### config.mk
export PLATFORM = sky130hd
export DESIGN_NAME = spi_agc_master_flat
export DESIGN_NICKNAME = d
export VERILOG_FILES = /design/src/rtl/spi_agc_master_pkg.sv /design/src/rtl/spi_agc_master_if.sv /design/src/rtl/spi_agc_clkdiv.sv /design/src/rtl/spi_agc_master.sv /design/src/flat_wrapper.sv
export SDC_FILE = /design/constraint.sdc
export NUM_CORES = 1
export LEC_CHECK = 0
export CAP_MARGIN = 10
export CELL_PAD_IN_SITES_DETAIL_PLACEMENT = 0
export CELL_PAD_IN_SITES_GLOBAL_PLACEMENT = 1
export CORE_ASPECT_RATIO = 2
export CORE_MARGIN = 5
export CORE_UTILIZATION = 36
export DETAILED_ROUTE_END_ITERATION = 7
export PLACE_DENSITY_LB_ADDON = 0.05
export SLEW_MARGIN = 10
export SYNTH_ARGS = -nofsm -noshare
export SYNTH_HDL_FRONTEND = slang
export SYNTH_SLANG_ARGS = --single-unit
### constraint.sdc
create_clock -name main_clk -period 1.8 [get_ports main_clk]
set_clock_uncertainty 0.1 [all_clocks]
set_input_delay 0.27 -clock main_clk [delete_from_list [all_inputs] [get_ports main_clk]]
set_output_delay 0.27 -clock main_clk [all_outputs]
set_load 0.05 [all_outputs]
### src/rtl/spi_agc_master_pkg.sv
`default_nettype none
// ============================================================================
// Module   : spi_agc_pkg
// Brief    : Shared types and constants for the AGC SPI master engine.
// Revision : 1.0 - initial release
// ============================================================================
package spi_agc_pkg;

    // Transaction sequencing states
    typedef enum logic [2:0] {
        IDLE  = 3'd0,
        SETUP = 3'd1,
        SHIFT = 3'd2,
        HOLD  = 3'd3,
        DONE  = 3'd4
    } state_t;

    localparam logic [1:0] CTRL_MODE_SPI = 2'b01;
    localparam int         SPI_BITS      = 16;
    localparam int         CMD_BITS      = 8;

endpackage
`default_nettype wire

### src/rtl/spi_agc_master_if.sv
`default_nettype none
// ============================================================================
// Module   : spi_agc_master_if
// Brief    : Control fields from the register stage plus the SPI pins.
// Revision : 1.0 - initial release
// ============================================================================
interface spi_agc_master_if;
    import spi_agc_pkg::*;

    logic [1:0]          control_mode;
    logic [CMD_BITS-1:0] spi_mode;
    logic [CMD_BITS-1:0] spi_dataA;
    logic [CMD_BITS-1:0] spi_dataB;
    logic                channel;
    logic                start;
    logic                spi_miso;
    logic                spi_sclk;
    logic                spi_mosi;
    logic                spi_csn_a;
    logic                spi_csn_b;
    logic [CMD_BITS-1:0] read_data;
    logic                busy;
    logic                done;

    modport master (
        input  control_mode, spi_mode, spi_dataA, spi_dataB, channel, start, spi_miso,
        output spi_sclk, spi_mosi, spi_csn_a, spi_csn_b, read_data, busy, done
    );

    modport slave (
        output control_mode, spi_mode, spi_dataA, spi_dataB, channel, start, spi_miso,
        input  spi_sclk, spi_mosi, spi_csn_a, spi_csn_b, read_data, busy, done
    );

endinterface
`default_nettype wire

### src/rtl/spi_agc_clkdiv.sv
`default_nettype none
// ============================================================================
// Module   : spi_agc_clkdiv
// Brief    : Half-period tick generator; restarts whenever enable drops.
// Revision : 1.0 - initial release
// ============================================================================
module spi_agc_clkdiv #(
    parameter int CLK_DIV = 4
) (
    input  wire logic main_clk,
    input  wire logic reg_reset_n,
    input  wire logic en_i,
    output logic      tick_o
);

    localparam int               CNT_W    = $clog2(CLK_DIV);
    localparam logic [CNT_W-1:0] CNT_LAST = CNT_W'(CLK_DIV - 1);

    logic [CNT_W-1:0] cnt_q;
    logic [CNT_W-1:0] cnt_d;

    assign tick_o = en_i && (cnt_q == CNT_LAST);

    // Count 0..CLK_DIV-1, wrapping on the tick and clearing while disabled
    always_comb begin
        cnt_d = cnt_q + 1'b1;
        if (!en_i || tick_o) begin
            cnt_d = '0;
        end
    end

    // Divider counter register
    always_ff @(posedge main_clk or negedge reg_reset_n) begin
        if (!reg_reset_n) begin
            cnt_q <= '0;
        end else begin
            cnt_q <= cnt_d;
        end
    end

endmodule
`default_nettype wire

### src/rtl/spi_agc_master.sv
`default_nettype none
// ============================================================================
// Module   : spi_agc_master
// Brief    : Mode-0 SPI master running one 16-bit command/data frame per
//            start request to the selected AGC channel.
// Revision : 1.0 - initial release
// ============================================================================
module spi_agc_master #(
    parameter int CLK_DIV = 4
) (
    input  wire logic        main_clk,
    input  wire logic        reg_reset_n,
    spi_agc_master_if.master agc
);
    import spi_agc_pkg::*;

    state_t              state_q, state_d;
    logic                start_q;
    logic [SPI_BITS-1:0] sreg_q, sreg_d;
    logic [CMD_BITS-1:0] cap_q, cap_d;
    logic [3:0]          bit_cnt_q, bit_cnt_d;
    logic                ch_q, ch_d;
    logic                rd_q, rd_d;
    logic                sclk_q, sclk_d;
    logic                csn_a_q, csn_a_d;
    logic                csn_b_q, csn_b_d;
    logic                busy_q, busy_d;
    logic                done_q, done_d;
    logic [CMD_BITS-1:0] read_data_q, read_data_d;
    logic                req;
    logic                tick;
    logic                div_en;

    assign req    = agc.start & ~start_q;
    assign div_en = (state_q == SETUP) || (state_q == SHIFT) || (state_q == HOLD);

    spi_agc_clkdiv #(
        .CLK_DIV (CLK_DIV)
    ) u_clkdiv (
        .main_clk    (main_clk),
        .reg_reset_n (reg_reset_n),
        .en_i        (div_en),
        .tick_o      (tick)
    );

    // Next-state, shift/capture datapath and registered pin values
    always_comb begin
        state_d     = state_q;
        sreg_d      = sreg_q;
        cap_d       = cap_q;
        bit_cnt_d   = bit_cnt_q;
        ch_d        = ch_q;
        rd_d        = rd_q;
        sclk_d      = sclk_q;
        read_data_d = read_data_q;

        case (state_q)
            IDLE: begin
                if (req && (agc.control_mode == CTRL_MODE_SPI)) begin
                    state_d   = SETUP;
                    ch_d      = agc.channel;
                    rd_d      = agc.spi_mode[0];
                    // Reads shift zeros in the data phase
                    sreg_d    = {agc.spi_mode,
                                 agc.spi_mode[0] ? {CMD_BITS{1'b0}}
                                                 : (agc.channel ? agc.spi_dataB : agc.spi_dataA)};
                    bit_cnt_d = '0;
                    sclk_d    = 1'b0;
                end
            end
            SETUP: begin
                if (tick) begin
                    state_d = SHIFT;
                    sclk_d  = 1'b1;
                end
            end
            SHIFT: begin
                if (tick) begin
                    if (!sclk_q) begin
                        // Rising edge: sample MISO during the data byte only
                        sclk_d = 1'b1;
                        if (rd_q && bit_cnt_q[3]) begin
                            cap_d = {cap_q[CMD_BITS-2:0], agc.spi_miso};
                        end
                    end else begin
                        // Falling edge: present the next MOSI bit
                        sclk_d = 1'b0;
                        sreg_d = {sreg_q[SPI_BITS-2:0], 1'b0};
                        if (bit_cnt_q == 4'(SPI_BITS - 1)) begin
                            state_d = HOLD;
                        end else begin
                            bit_cnt_d = bit_cnt_q + 4'd1;
                        end
                    end
                end
            end
            HOLD: begin
                if (tick) begin
                    state_d = DONE;
                end
            end
            DONE: begin
                state_d = IDLE;
            end
            default: begin
                state_d = IDLE;
            end
        endcase

        busy_d  = (state_d == SETUP) || (state_d == SHIFT) || (state_d == HOLD);
        done_d  = (state_d == DONE);
        csn_a_d = !(busy_d && !ch_d);
        csn_b_d = !(busy_d && ch_d);
        if ((state_d == DONE) && rd_q) begin
            read_data_d = cap_q;
        end
    end

    // State, datapath and output registers
    always_ff @(posedge main_clk or negedge reg_reset_n) begin
        if (!reg_reset_n) begin
            state_q     <= IDLE;
            start_q     <= 1'b0;
            sreg_q      <= '0;
            cap_q       <= '0;
            bit_cnt_q   <= '0;
            ch_q        <= 1'b0;
            rd_q        <= 1'b0;
            sclk_q      <= 1'b0;
            csn_a_q     <= 1'b1;
            csn_b_q     <= 1'b1;
            busy_q      <= 1'b0;
            done_q      <= 1'b0;
            read_data_q <= '0;
        end else begin
            state_q     <= state_d;
            start_q     <= agc.start;
            sreg_q      <= sreg_d;
            cap_q       <= cap_d;
            bit_cnt_q   <= bit_cnt_d;
            ch_q        <= ch_d;
            rd_q        <= rd_d;
            sclk_q      <= sclk_d;
            csn_a_q     <= csn_a_d;
            csn_b_q     <= csn_b_d;
            busy_q      <= busy_d;
            done_q      <= done_d;
            read_data_q <= read_data_d;
        end
    end

    assign agc.spi_sclk  = sclk_q;
    assign agc.spi_mosi  = sreg_q[SPI_BITS-1];
    assign agc.spi_csn_a = csn_a_q;
    assign agc.spi_csn_b = csn_b_q;
    assign agc.read_data = read_data_q;
    assign agc.busy      = busy_q;
    assign agc.done      = done_q;

endmodule
`default_nettype wire

### src/flat_wrapper.sv
// flat-port wrapper written by rule: the top's interface ports become plain ports
module spi_agc_master_flat import spi_agc_pkg::*;
#(
    parameter int CLK_DIV = 4
)
  (main_clk, reg_reset_n, agc_control_mode, agc_spi_mode, agc_spi_dataA, agc_spi_dataB, agc_channel, agc_start, agc_spi_miso, agc_spi_sclk, agc_spi_mosi, agc_spi_csn_a, agc_spi_csn_b, agc_read_data, agc_busy, agc_done);
  spi_agc_master_if agc_i ();
  input  wire logic main_clk;
  input  wire logic reg_reset_n;
  input wire logic [$bits(agc_i.control_mode)-1:0] agc_control_mode;
  input wire logic [$bits(agc_i.spi_mode)-1:0] agc_spi_mode;
  input wire logic [$bits(agc_i.spi_dataA)-1:0] agc_spi_dataA;
  input wire logic [$bits(agc_i.spi_dataB)-1:0] agc_spi_dataB;
  input wire logic [$bits(agc_i.channel)-1:0] agc_channel;
  input wire logic [$bits(agc_i.start)-1:0] agc_start;
  input wire logic [$bits(agc_i.spi_miso)-1:0] agc_spi_miso;
  output wire logic [$bits(agc_i.spi_sclk)-1:0] agc_spi_sclk;
  output wire logic [$bits(agc_i.spi_mosi)-1:0] agc_spi_mosi;
  output wire logic [$bits(agc_i.spi_csn_a)-1:0] agc_spi_csn_a;
  output wire logic [$bits(agc_i.spi_csn_b)-1:0] agc_spi_csn_b;
  output wire logic [$bits(agc_i.read_data)-1:0] agc_read_data;
  output wire logic [$bits(agc_i.busy)-1:0] agc_busy;
  output wire logic [$bits(agc_i.done)-1:0] agc_done;
  assign agc_i.control_mode = agc_control_mode;
  assign agc_i.spi_mode = agc_spi_mode;
  assign agc_i.spi_dataA = agc_spi_dataA;
  assign agc_i.spi_dataB = agc_spi_dataB;
  assign agc_i.channel = agc_channel;
  assign agc_i.start = agc_start;
  assign agc_i.spi_miso = agc_spi_miso;
  assign agc_spi_sclk = agc_i.spi_sclk;
  assign agc_spi_mosi = agc_i.spi_mosi;
  assign agc_spi_csn_a = agc_i.spi_csn_a;
  assign agc_spi_csn_b = agc_i.spi_csn_b;
  assign agc_read_data = agc_i.read_data;
  assign agc_busy = agc_i.busy;
  assign agc_done = agc_i.done;
  spi_agc_master #(.CLK_DIV(CLK_DIV)) u_core (.main_clk(main_clk), .reg_reset_n(reg_reset_n), .agc(agc_i));
endmodule
==> results.json <==
{
  "status": "complete, no violations",
  "path_clk_slew_ns": 0.07,
  "synth_area_um2": 2230,
  "finalCritPeriodShare_pct": 96.0,
  "synth_fp_nets": 226,
  "coreArea_um2": 6010,
  "setup_ws_ns": 0.0714,
  "slew_violations": 0,
  "design.portCount": 45,
  "crit_type": "flip-flop to flip-flop",
  "rows": 40,
  "cts_sinks": 49,
  "antennaDiodeCount": 0,
  "vias_per_cell": 5.20,
  "fmax_mhz": 579,
  "antenna_found_initial": 0,
  "syn_area_per_cell_um2": 11.5,
  "synth_edf_count": 0,
  "cts_made_buffers": 5,
  "drt-total-wl_um": 4900,
  "power_per_cell_area_nw_per_um2": 702,
  "grt_pass1_vias": 1736,
  "netlist_instances": 193,
  "drive_gt1_share_pct": 31.5,
  "crit_fanout": 8,
  "nets": 283,
  "grt.total_usage_pct": 13.6,
  "ys.flop_type": "dfrtp_1",
  "r2r_cells": 4,
  "p_total_uw": 2160,
  "ys_ff_latch": 49,
  "io_buffers": 44,
  "r2r_setup_slack_ns": 0.07,
  "synthArstFlopShare_pct": 100,
  "fin_crit_ns": 1.73,
  "dp_hpwl_um": 3610,
  "ys_warn_count": 0,
  "die_h_um": 121,
  "place_area_um2": 2850,
  "start_kind": "flip-flop",
  "grt_pass1_wl_um": 8330,
  "finalSetupViolations": 0,
  "critical_path.reg2reg.endpoint": "u_core.cap_q[1]",
  "ant_nets": 0,
  "ys_types": 41,
  "root_buffer": "clkbuf_16",
  "finish.instance_area_um2": 3070,
  "max_slew_margin_pct": 59.0,
  "dr.pass1.iters": 4,
  "grt_max_degree": 38,
  "rsz0062_at_grt": "true",
  "htree_levels": 2,
  "clock_path_buffers": 2,
  "hp-start": "agc_start",
  "gp_congestion": 0.795,
  "static-leakage-power_uw": 0.00142,
  "overflow": 0,
  "yosysSeqAreaShare_pct": 55.2,
  "drt_iter0_drc": 33,
  "die_w_um": 65.6,
  "num_vias": 1634,
  "dp_slack_ns": -0.203,
  "cts_tree": "done",
  "r2r_start": "u_core.state_q[0]",
  "initial_core_util_pct": 37.1,
  "min_to": "u_core.start_q",
  "clk_latency_ns": 0.29,
  "worstPathRequired_ns": 1.88,
  "syn2layout_area_growth_pct": 37.9,
  "tns_ns": 0,
  "hold_depth": 1,
  "cap_viol_max_count": 0,
  "ir_worst_vdd_mv": 0.665,
  "arrival_ns": 1.80,
  "drt-wirelength-per-cell_um": 15.6,
  "drcViolationCount": 0,
  "hold_class": "input port to flip-flop",
  "hold_viol_final": 0,
  "setup.worst_path.end_class": "flip-flop",
  "worst_slew_pin_slew_ns": 0.614,
  "nFillCells": 568,
  "dieArea_um2": 7950
}
## worst max-delay path by stage
stage                        startpoint                  end  depth (start not counted)
3_3_place_gp                  agc_start  u_core.bit_cnt_q[3]                          5
6_report              u_core.state_q[0]      u_core.cap_q[1]                          4
2_1_floorplan  u_core.u_clkdiv.cnt_q[0]  u_core.bit_cnt_q[3]                          6
3_5_place_dp                  agc_start  u_core.bit_cnt_q[3]                          5
4_1_cts               u_core.state_q[0]  u_core.bit_cnt_q[3]                          5
5_1_grt               u_core.state_q[0]      u_core.cap_q[0]                          4
## power breakdown
group	switching (uW)	total [uW]	internal, uW
Clock	415	932	517
Combinational	45.1	122	76.6
Sequential	0.297	1100	1100
Total	460	2160	1700
## through the flow
stage,utilization (%),cells,hold WS [ns]
after floorplan,-,193,-0.126
after global placement,47.5,305,0.199
after detailed placement,47.5,305,0.215
after CTS,50.9,314,0.339
after global routing,51.1,314,0.354
final,51.1,314,0.345
## cell families after synthesis
kind of cell | after synthesis | share of synthesized area, %
buffers and inverters | 17 | 3.88
and+or+nand+nor | 52 | 13.1
DFF | 49 | 55.2
muxes | 33 | 15.8
xor gates and xnor gates | 1 | 0.393
AOI/OAI and AO/OA | 39 | 10.6
adders and majority gates | 2 | 1.12
## synthesized netlist by cell type (2+ instances only)
| cell | number | area share [%] |
|---|---|---|
| nor3b_1 | 2 | 0.67 |
| inv_1 | 3 | 0.51 |
| nor2_1 | 2 | 0.34 |
| a21oi_1 | 7 | 1.6 |
| dfstp_2 | 2 | 2.4 |
| clkbuf_1 | 3 | 0.51 |
| buf_2 | 9 | 2.0 |
| nor3_1 | 8 | 1.8 |
| mux2_2 | 17 | 8.6 |
| nand3_1 | 4 | 0.90 |
| mux2i_1 | 16 | 7.2 |
| ha_1 | 2 | 1.1 |
| nand2_1 | 23 | 3.9 |
| dfrtp_1 | 47 | 53 |
| o31ai_1 | 4 | 1.3 |
| o21ai_0 | 19 | 4.3 |
## sequential cells by signal (all words and copies together) (netlist names), 2 cells and up
signal                 count
u_core.state_q             3
u_core.bit_cnt_q           4
u_core.agc.read_data       8
u_core.u_clkdiv.cnt_q      2
u_core.sreg_q             16
u_core.cap_q               8
## per-layer routing
layer / GRT usage (%) / routed length (um) / up-vias
li1: - / - / 802
met1: 15.1 / 1840 / 795
met2: 24.0 / 2770 / 33
met3: 4.08 / 232 / 4
met4: 5.06 / 65 / 0
met5: 0 / 0 / -
## cell type report
| type | instances | area (um2) | area share, % |
|---|---|---|---|
| Timing Repair Buffer | 64 | 623 | 20.3 |
| Multi-Input combinational cell | 127 | 978 | 31.9 |
| Tap cell | 63 | 78.8 | 2.57 |
| Sequential cell | 49 | 1230 | 40.1 |
| Clock inverter | 3 | 22.5 | 0.733 |
| Clock buffer | 5 | 125 | 4.07 |
| Inverter | 3 | 11.3 | 0.367 |
## repair_timing
| item | 4_1_cts | 5_1_grt |
|---|---|---|
| setup buffers | 0 | 1 |
| endpoints found under the hold margin | 22 | 0 |
| gates resized for setup | 9 | 9 |
| endpoints found under the setup margin | 19 | 27 |
| hold buffers | 1 | 0 |
| pin swaps | 3 | 5 |
## critical path, stage by stage, from the launching register on
cell and delay (ns):
dfrtp_2 0.46, buf_6 0.14, nor3b_4 0.22, and4_4 0.34
mux2_2 0.35
## cells in the final DEF, fill, tap and decap left out, types with 2 or more instances in the layout
cell type,n
mux2_2,16
nor2_1,2
o31ai_2,2
clkinv_4,2
o31ai_1,2
buf_6,2
clkbuf_16,5
inv_1,3
nor3_1,8
a21oi_1,7
o21ai_0,19
buf_12,5
dfrtp_2,3
nand3_1,4
mux2i_1,16
clkdlybuf4s50_1,29
buf_4,26
dfstp_2,2
nand2_1,22
dfrtp_1,44
and4_4,2
Note: power is estimated with default switching activity, not from simulation.
